--- src/rtl/logic_pipe_pkg.sv ---
// Shared types and default sizing for the multi-function logic pipeline.
package logic_pipe_pkg;

   localparam int unsigned LP_WIDTH_DEF = 8;
   localparam int unsigned LP_CNT_W_DEF = 16;

   typedef enum logic [1:0] {
      MODE_ANDNOT_OR = 2'd0,
      MODE_XOR_ORN   = 2'd1,
      MODE_AND3      = 2'd2,
      MODE_OR3       = 2'd3
   } mode_e;

endpackage

--- src/rtl/logic_pipe_func.sv ---
// Combinational bitwise function unit selected by mode.
module logic_pipe_func
   import logic_pipe_pkg::*;
#(
   parameter int unsigned WIDTH = LP_WIDTH_DEF
) (
   input  logic [WIDTH-1:0] a_i,
   input  logic [WIDTH-1:0] b_i,
   input  logic [WIDTH-1:0] c_i,
   input  mode_e            mode_i,
   output logic [WIDTH-1:0] q_o
);

   // Per-bit function select
   always_comb begin
      q_o = '0;
      case (mode_i)
         MODE_ANDNOT_OR: q_o = (~a_i & b_i) | c_i;
         MODE_XOR_ORN:   q_o = (a_i ^ b_i) | ~c_i;
         MODE_AND3:      q_o = a_i & b_i & c_i;
         MODE_OR3:       q_o = a_i | b_i | c_i;
         default:        q_o = '0;
      endcase
   end

endmodule

--- src/rtl/multi_func_logic_pipe.sv ---
// Two-stage valid/ready pipeline around logic_pipe_func, with a completed
// output-transfer counter. Optional macro LOGIC_PIPE_POPCOUNT_EN adds out_ones,
// the registered count of 1 bits in out_q.
module multi_func_logic_pipe
   import logic_pipe_pkg::*;
#(
   parameter int unsigned WIDTH = LP_WIDTH_DEF,
   parameter int unsigned CNT_W = LP_CNT_W_DEF
) (
   input  logic             in_clk,
   input  logic             in_rst,
   input  logic [WIDTH-1:0] in_a,
   input  logic [WIDTH-1:0] in_b,
   input  logic [WIDTH-1:0] in_c,
   input  logic [1:0]       in_mode,
   input  logic             in_valid,
   output logic             in_ready,
   output logic [WIDTH-1:0] out_q,
   output logic             out_valid,
   input  logic             out_ready,
   output logic [CNT_W-1:0] out_count
`ifdef LOGIC_PIPE_POPCOUNT_EN
   ,
   output logic [$clog2(WIDTH+1)-1:0] out_ones
`endif
);

   // Stage 1 holding registers
   logic             s1_valid_q;
   logic [WIDTH-1:0] s1_a_q;
   logic [WIDTH-1:0] s1_b_q;
   logic [WIDTH-1:0] s1_c_q;
   mode_e            s1_mode_q;

   // Stage 2 / output registers
   logic             s2_valid_q;
   logic [WIDTH-1:0] s2_res_q;
   logic [WIDTH-1:0] s2_res_d;
   logic [CNT_W-1:0] count_q;
   logic [CNT_W-1:0] count_d;

   logic s1_rdy;
   logic s2_rdy;
   logic in_xfer;
   logic out_xfer;

   // Handshake: each stage is ready when empty or when the next one advances
   always_comb begin
      s2_rdy   = ~s2_valid_q | out_ready;
      s1_rdy   = ~s1_valid_q | s2_rdy;
      in_xfer  = in_valid & s1_rdy;
      out_xfer = s2_valid_q & out_ready;
      count_d  = out_xfer ? count_q + CNT_W'(1) : count_q;
   end

   logic_pipe_func #(
      .WIDTH(WIDTH)
   ) u_func (
      .a_i   (s1_a_q),
      .b_i   (s1_b_q),
      .c_i   (s1_c_q),
      .mode_i(s1_mode_q),
      .q_o   (s2_res_d)
   );

   // Stage 1: capture operands and mode on an input transfer
   always_ff @(posedge in_clk) begin
      if (in_rst) begin
         s1_valid_q <= 1'b0;
         s1_a_q     <= '0;
         s1_b_q     <= '0;
         s1_c_q     <= '0;
         s1_mode_q  <= MODE_ANDNOT_OR;
      end else if (s1_rdy) begin
         s1_valid_q <= in_valid;
         if (in_valid) begin
            s1_a_q    <= in_a;
            s1_b_q    <= in_b;
            s1_c_q    <= in_c;
            s1_mode_q <= mode_e'(in_mode);
         end
      end
   end

   // Stage 2: register the computed result; hold while stalled
   always_ff @(posedge in_clk) begin
      if (in_rst) begin
         s2_valid_q <= 1'b0;
         s2_res_q   <= '0;
      end else if (s2_rdy) begin
         s2_valid_q <= s1_valid_q;
         if (s1_valid_q) begin
            s2_res_q <= s2_res_d;
         end
      end
   end

   // Completed output-transfer counter, wraps naturally
   always_ff @(posedge in_clk) begin
      if (in_rst) begin
         count_q <= '0;
      end else begin
         count_q <= count_d;
      end
   end

   assign in_ready  = s1_rdy;
   assign out_valid = s2_valid_q;
   assign out_q     = s2_res_q;
   assign out_count = count_q;

`ifdef LOGIC_PIPE_POPCOUNT_EN
   localparam int unsigned ONES_W = $clog2(WIDTH + 1);

   logic [ONES_W-1:0] ones_d;
   logic [ONES_W-1:0] ones_q;

   // Population count of the result entering stage 2
   always_comb begin
      ones_d = '0;
      for (int unsigned i = 0; i < WIDTH; i++) begin
         ones_d = ones_d + ONES_W'(s2_res_d[i]);
      end
   end

   // Registered alongside the stage-2 result with the same enables
   always_ff @(posedge in_clk) begin
      if (in_rst) begin
         ones_q <= '0;
      end else if (s2_rdy && s1_valid_q) begin
         ones_q <= ones_d;
      end
   end

   assign out_ones = ones_q;
`endif

endmodule

--- config.mk ---
export PLATFORM = sky130hd
export DESIGN_NAME = multi_func_logic_pipe
export DESIGN_NICKNAME = d
export VERILOG_FILES = /design/src/rtl/logic_pipe_pkg.sv /design/src/rtl/logic_pipe_func.sv /design/src/rtl/multi_func_logic_pipe.sv
export SDC_FILE = /design/constraint.sdc
export NUM_CORES = 1
export LEC_CHECK = 0
export BUFFER_PORTS_ARGS = -buffer_cell sky130_fd_sc_hd__buf_4
export CORE_ASPECT_RATIO = 0.6
export CORE_MARGIN = 5
export CORE_UTILIZATION = 48
export DETAILED_ROUTE_END_ITERATION = 7
export PLACE_DENSITY_LB_ADDON = 0.08
export SLEW_MARGIN = 15
export SYNTH_ARGS = -nofsm -noshare
export SYNTH_HDL_FRONTEND = slang
export SYNTH_SLANG_ARGS = --single-unit
--- constraint.sdc ---
create_clock -name in_clk -period 1.6 [get_ports in_clk]
set_input_delay 0.08 -clock in_clk [delete_from_list [all_inputs] [get_ports in_clk]]
set_output_delay 0.08 -clock in_clk [all_outputs]
set_load 0.02 [all_outputs]
## Word level (Yosys, flattened, before mapping)

Cells that the tools add are included.
Widths: inputs -> output; s select.

| cells by class | value |
|---|---|
| shift operators | 0 |
| add/subtract/negate cells | 1 |
| reduce and logical (&&, ||, !) cells | 3 |
| eq/ne operators | 3 |
| $lt $le $gt $ge | 0 |
| $mul | 0 |
| bitwise logic cells | 15 |
| div/mod/pow operators | 0 |
| multiplexer cells | 1 |

Operators by type and width:

| cell | count |
|---|---|
| $or 8x8->8 | 4 |
| $pmux 8 s4 | 1 |
| $and 8x8->8 | 3 |
| $add 16x1->16 const B | 1 |
| $not 8->8 | 2 |
| $xor 8x8->8 | 1 |
| $eq 2x2->1 const B | 2 |
| $reduce_and 2->1 | 2 |
| $eq 2x1->1 const B | 1 |
| $logic_not 2->1 | 1 |
| $not 1->1 | 2 |
| $or 1x1->1 | 2 |
| $and 1x1->1 | 1 |

| word-level totals | value |
|---|---|
| flip-flop bits (word level) | 52 |
| output and inout bits | 26 |
| latch bits | 0 |
| logic and storage cells | 31 |
| memory bits (writable) | 0 |
| input bits | 30 |
| memories | 0 |
| ROM bits | 0 |

## Longest topological paths before layout

| logic depth | value |
|---|---|
| depth after elaboration | 4 |
| gate-level depth with buffers | 7 |
| depth with buffers taken out | 5 |

## Cells and area by module

Synthesis repeated with hierarchy kept, for this count alone.

| unflattened totals | value |
|---|---|
| cell total of the unflattened synthesis | 286 |
| area, all modules | 2413.6 µm² |

By module, submodules not included:

| module | area an instance (µm²) | cells each | instances | sequential area each (µm²) |
|---|---|---|---|---|
| multi_func_logic_pipe | 1974.4 | 230 | 1 | 1041.0 |
| logic_pipe_func | 439.2 | 56 | 1 | 0.0 |

## Worst setup path after synthesis

No wires, ideal clock.

| path | value |
|---|---|
| path kind | register -> register |
| from | register count_q[0] (netlist: out_count[0]) |
| to | register count_q[12] (netlist: out_count[12]) |
| period minus slack after synthesis | 1.869 ns |
| stages on the path, launching flop included | 6 |
| slack | -0.269 ns |
| required time | 1.530 ns |
| setup time | 0.070 ns |
| path buffers | 0 |
| data arrival time | 1.799 ns |
| cell sequence | dfxtp_1 > ha_1 > nand3_1 > or3_4 > or4_1 > a21oi_1 |

| between the ends | value |
|---|---|
| cells in the longest elaborated chain, start to end | 1 |

RTL lines:

| what | line | source |
|---|---|---|
| start: declaration | multi_func_logic_pipe.sv:39 | `logic [CNT_W-1:0] count_q;` |
| start signal: assignment | multi_func_logic_pipe.sv:103 | `count_q <= count_d;` |
| $add 16x1->16 | multi_func_logic_pipe.sv:53 | `count_d = out_xfer ? count_q + CNT_W'(1) : count_q;` |

Every way passes these cells.
A chain may end at the register's enable or synchronous reset.

## Final worst setup path

Ends and elaborated chain as after synthesis.

==> run_results.csv <==
group,metric,value,unit
place,dp_hpwl,4322,µm
floorplan,start_util,0.4874,
power_and_ir_drop,leakage,1.250,nW
timing,tightest_slew,0.3837,ns
synthesis,synth_cell_type_count,30,
routing,wirelength,5934,µm
synthesis,synth_area,0.002427,mm²
setup_path,path_cells,"ha_4 -> nand3_4 -> or3_4 -> or4_4 -> a21oi_2",
floorplan,die-area,0.006626,mm²
grt,grt_overflow,0,
cells_and_area,drive_gt1_frac,0.2714,
grt,use_met1,0.2715,
timing,setup_viol,0,
power_and_ir_drop,switching_share,0.2557,
timing,min_period_over_period,0.9822,
cells_and_area,layout_commonest_cell,"nand2_1",
power_and_ir_drop,combPwrFrac,0.136,
grt,globalRouteMet2Util,0.2907,
synthesis,ys_seq_area_frac,0.4289,
routing,ant_nets,0,
cells_and_area,antenna_cells,0,
synthesis,syn_inst,292,
setup_path,required,1.85,ns
synthesis,ys_ff_latch,52,
power_and_ir_drop,internal_power,0.001856,W
power_and_ir_drop,vdd_drop_max,0.5148,mV
clocking,numCtsBuffers,5,
cells_and_area,utilization,0.6244,
timing,final.setup.tns,0,ns
place,portBuffers,55,
routing,routedWlPerCell,14.26,µm
clocking,htree_levels,2,
routing,post-route-drc-count,0,
routing,drt-initial-drc-count,92,
grt,antenna_found_initial,0,
floorplan,die_w,101.8,µm
power_and_ir_drop,powerDensity,801.9,mW/mm²
routing,num_vias,2193,
clocking,cts_sinks,52,
timing,maxSlewViolCount,0,
cells_and_area,layout_common_cells,"nand2_1, buf_4, dfxtp_1",
synthesis,synth_warnings,0,
timing,fmax,636.4,MHz
timing,skew,0.007960,ns
setup_path,cp-start-kind,"flop",
setup_path,max_stage_delay,0.42,ns
grt,top_usage_layer,"met2",
clocking,clk_path_buf_depth,2,
clocking,worstSkewPairLatency,0.31,ns
clocking,cts_hold_buf,0,
clocking,root_buffer,"clkbuf_8",
timing,grt_setup_unrepaired,"yes",
power_and_ir_drop,power_frac_clock,0.307,
grt,grt_pass1_vias,2085,
place,gp_congestion,0.7866,
grt,grt_max_degree,36,
power_and_ir_drop,pwr-share-seq,0.557,
floorplan,core_area,0.004980,mm²
timing,hold_violations,0,
power_and_ir_drop,p_switching,0.0006374,W
setup_path,path_max_fanout,4,
cells_and_area,nNetsFinal,391,
worst_hold_path,hold_class,"in2reg",
setup_path,crit_type,"reg2reg",
flow_run,max_cap_violations,0,
synthesis,synth_nets,334,
floorplan,boundaryPins,56,
clocking,clk_pin_slew,0.09,ns
routing,drtPass1Iterations,4,
floorplan,std_cell_rows,20,
grt,grt_pass1_wl,9894,µm
setup_path,slowest_stage,"or4_4",
run_status,status,"complete, no violations",
grt,grtUsageTotal,0.1917,
routing,vias_per_cell,5.272,
setup_path,endpoint_kind,"flop",
timing,period_needed,1.571,ns
clocking,cts_tree,"built",
setup_path,worstPathArrival,1.82,ns
synthesis,synth_area_per_cell,8.313,µm²
cells_and_area,area_growth,28.09,%
floorplan,fp.dieH,65.09,µm
timing,max_slew_margin,0.7418,
grt,met3_usage,0.04301,
## critical path: cells and delay by family (launching register included)
family / cells / cell delay, ns
adders and majority gates: 1 / 0.15
DFF: 1 / 0.38
and+or+nand+nor: 3 / 0.86
AOI/OAI and AO/OA: 1 / 0.12
## metal layers
layer  routed length, µm  share of wire
met1                3029           0.51
met2                2552           0.43
met5                   0              0
met4                  67          0.011
met3                 285          0.048
## power by group through the flow
| stage | clock (W) | combinational, W | sequential (W) |
|---|---|---|---|
| after floorplan | 0 | 0.000183 | 0.00143 |
| after global placement | 0 | 0.000328 | 0.00142 |
| after detailed placement | 0 | 0.000337 | 0.00142 |
| after CTS | 0.000794 | 0.000338 | 0.00139 |
| after global routing | 0.000858 | 0.000383 | 0.00140 |
| final | 0.000765 | 0.000339 | 0.00139 |
## through the flow
| step | total power, W | cell area, µm² | instances | setup WS (ns) | hold slack (ns) |
|---|---|---|---|---|---|
| after floorplan | 0.001612 | 2456 | 292 | 0.06727 | 0.2160 |
| after global placement | 0.001746 | 2965 | 405 | 0.07007 | 0.3266 |
| after detailed placement | 0.001757 | 2965 | 405 | 0.03748 | 0.3349 |
| after CTS | 0.002522 | 3058 | 413 | 0.02458 | 0.001661 |
| after global routing | 0.002640 | 3109 | 416 | -0.03693 | 0.003617 |
| final | 0.002493 | 3109 | 416 | 0.02854 | 0.01044 |
## synthesized netlist by cell type
| master | instances | share of area |
|---|---|---|
| o211ai_1 | 8 | 0.025 |
| nor4_1 | 4 | 0.010 |
| dfxtp_1 | 52 | 0.43 |
| nand2b_1 | 10 | 0.026 |
| or4_1 | 1 | 0.0031 |
| a32o_1 | 8 | 0.033 |
| or3_2 | 2 | 0.0062 |
| o31ai_1 | 1 | 0.0031 |
| xor2_1 | 3 | 0.011 |
| nand2_1 | 67 | 0.10 |
| buf_2 | 2 | 0.0041 |
| and2b_2 | 1 | 0.0036 |
| nand3b_1 | 9 | 0.028 |
| or3_4 | 1 | 0.0046 |
| nor2b_1 | 1 | 0.0026 |
| buf_1 | 3 | 0.0046 |
| inv_1 | 6 | 0.0093 |
| a31o_2 | 2 | 0.0072 |
| nor3_1 | 4 | 0.0082 |
| a21oi_1 | 41 | 0.085 |
| mux2i_1 | 8 | 0.033 |
| nand3_1 | 4 | 0.0082 |
| nand2_4 | 1 | 0.0046 |
| xnor2_1 | 7 | 0.025 |
| o21ai_0 | 2 | 0.0041 |
| nand4_1 | 5 | 0.013 |
| ha_1 | 12 | 0.062 |
| a21oi_2 | 1 | 0.0036 |
| nor2_1 | 14 | 0.022 |
| clkbuf_1 | 12 | 0.019 |
## worst paths after layout
kind                    to          from  cells after the start  slack (ns)
min              s1_c_q[0]       in_c[0]                      3        0.01
max reg2reg  out_count[12]  out_count[0]                      5        0.03
max          out_count[12]  out_count[0]                      5        0.03
min reg2reg       out_q[7]      out_q[7]                      2        0.46
## state kept, by name, indices dropped and copies added (netlist names)
name	cells
out_q	8
s1_mode_q	2
s1_a_q	8
s1_c_q	8
out_valid	1
s1_b_q	8
s1_valid_q	1
out_count	16
## cell families after synthesis
group	after synthesis	share of synthesized area
xor gates and xnor gates	10	0.03608
buffers and inverters	23	0.03660
muxes	8	0.03299
adders and majority gates	12	0.06185
AOI/OAI and AO/OA	63	0.1603
DFF	52	0.4289
and+or+nand+nor	124	0.2433
## area by class of cell
cell class,count,area (µm²)
multi-input combinational,217,1344
clock buffer,6,82.58
clock inverter,2,10.01
fill,468,1871
tap,66,82.58
sequential,52,1052
timing repair buffer,67,515.5
inverter,6,22.52
## repair_timing
action / in CTS / in global routing
buffers inserted: 0 / 3
endpoints found under the setup margin: 0 / 11
endpoints found under the hold margin: 0 / 0
resized for setup: 0 / 6
Note: power is estimated with default switching activity, not from simulation.
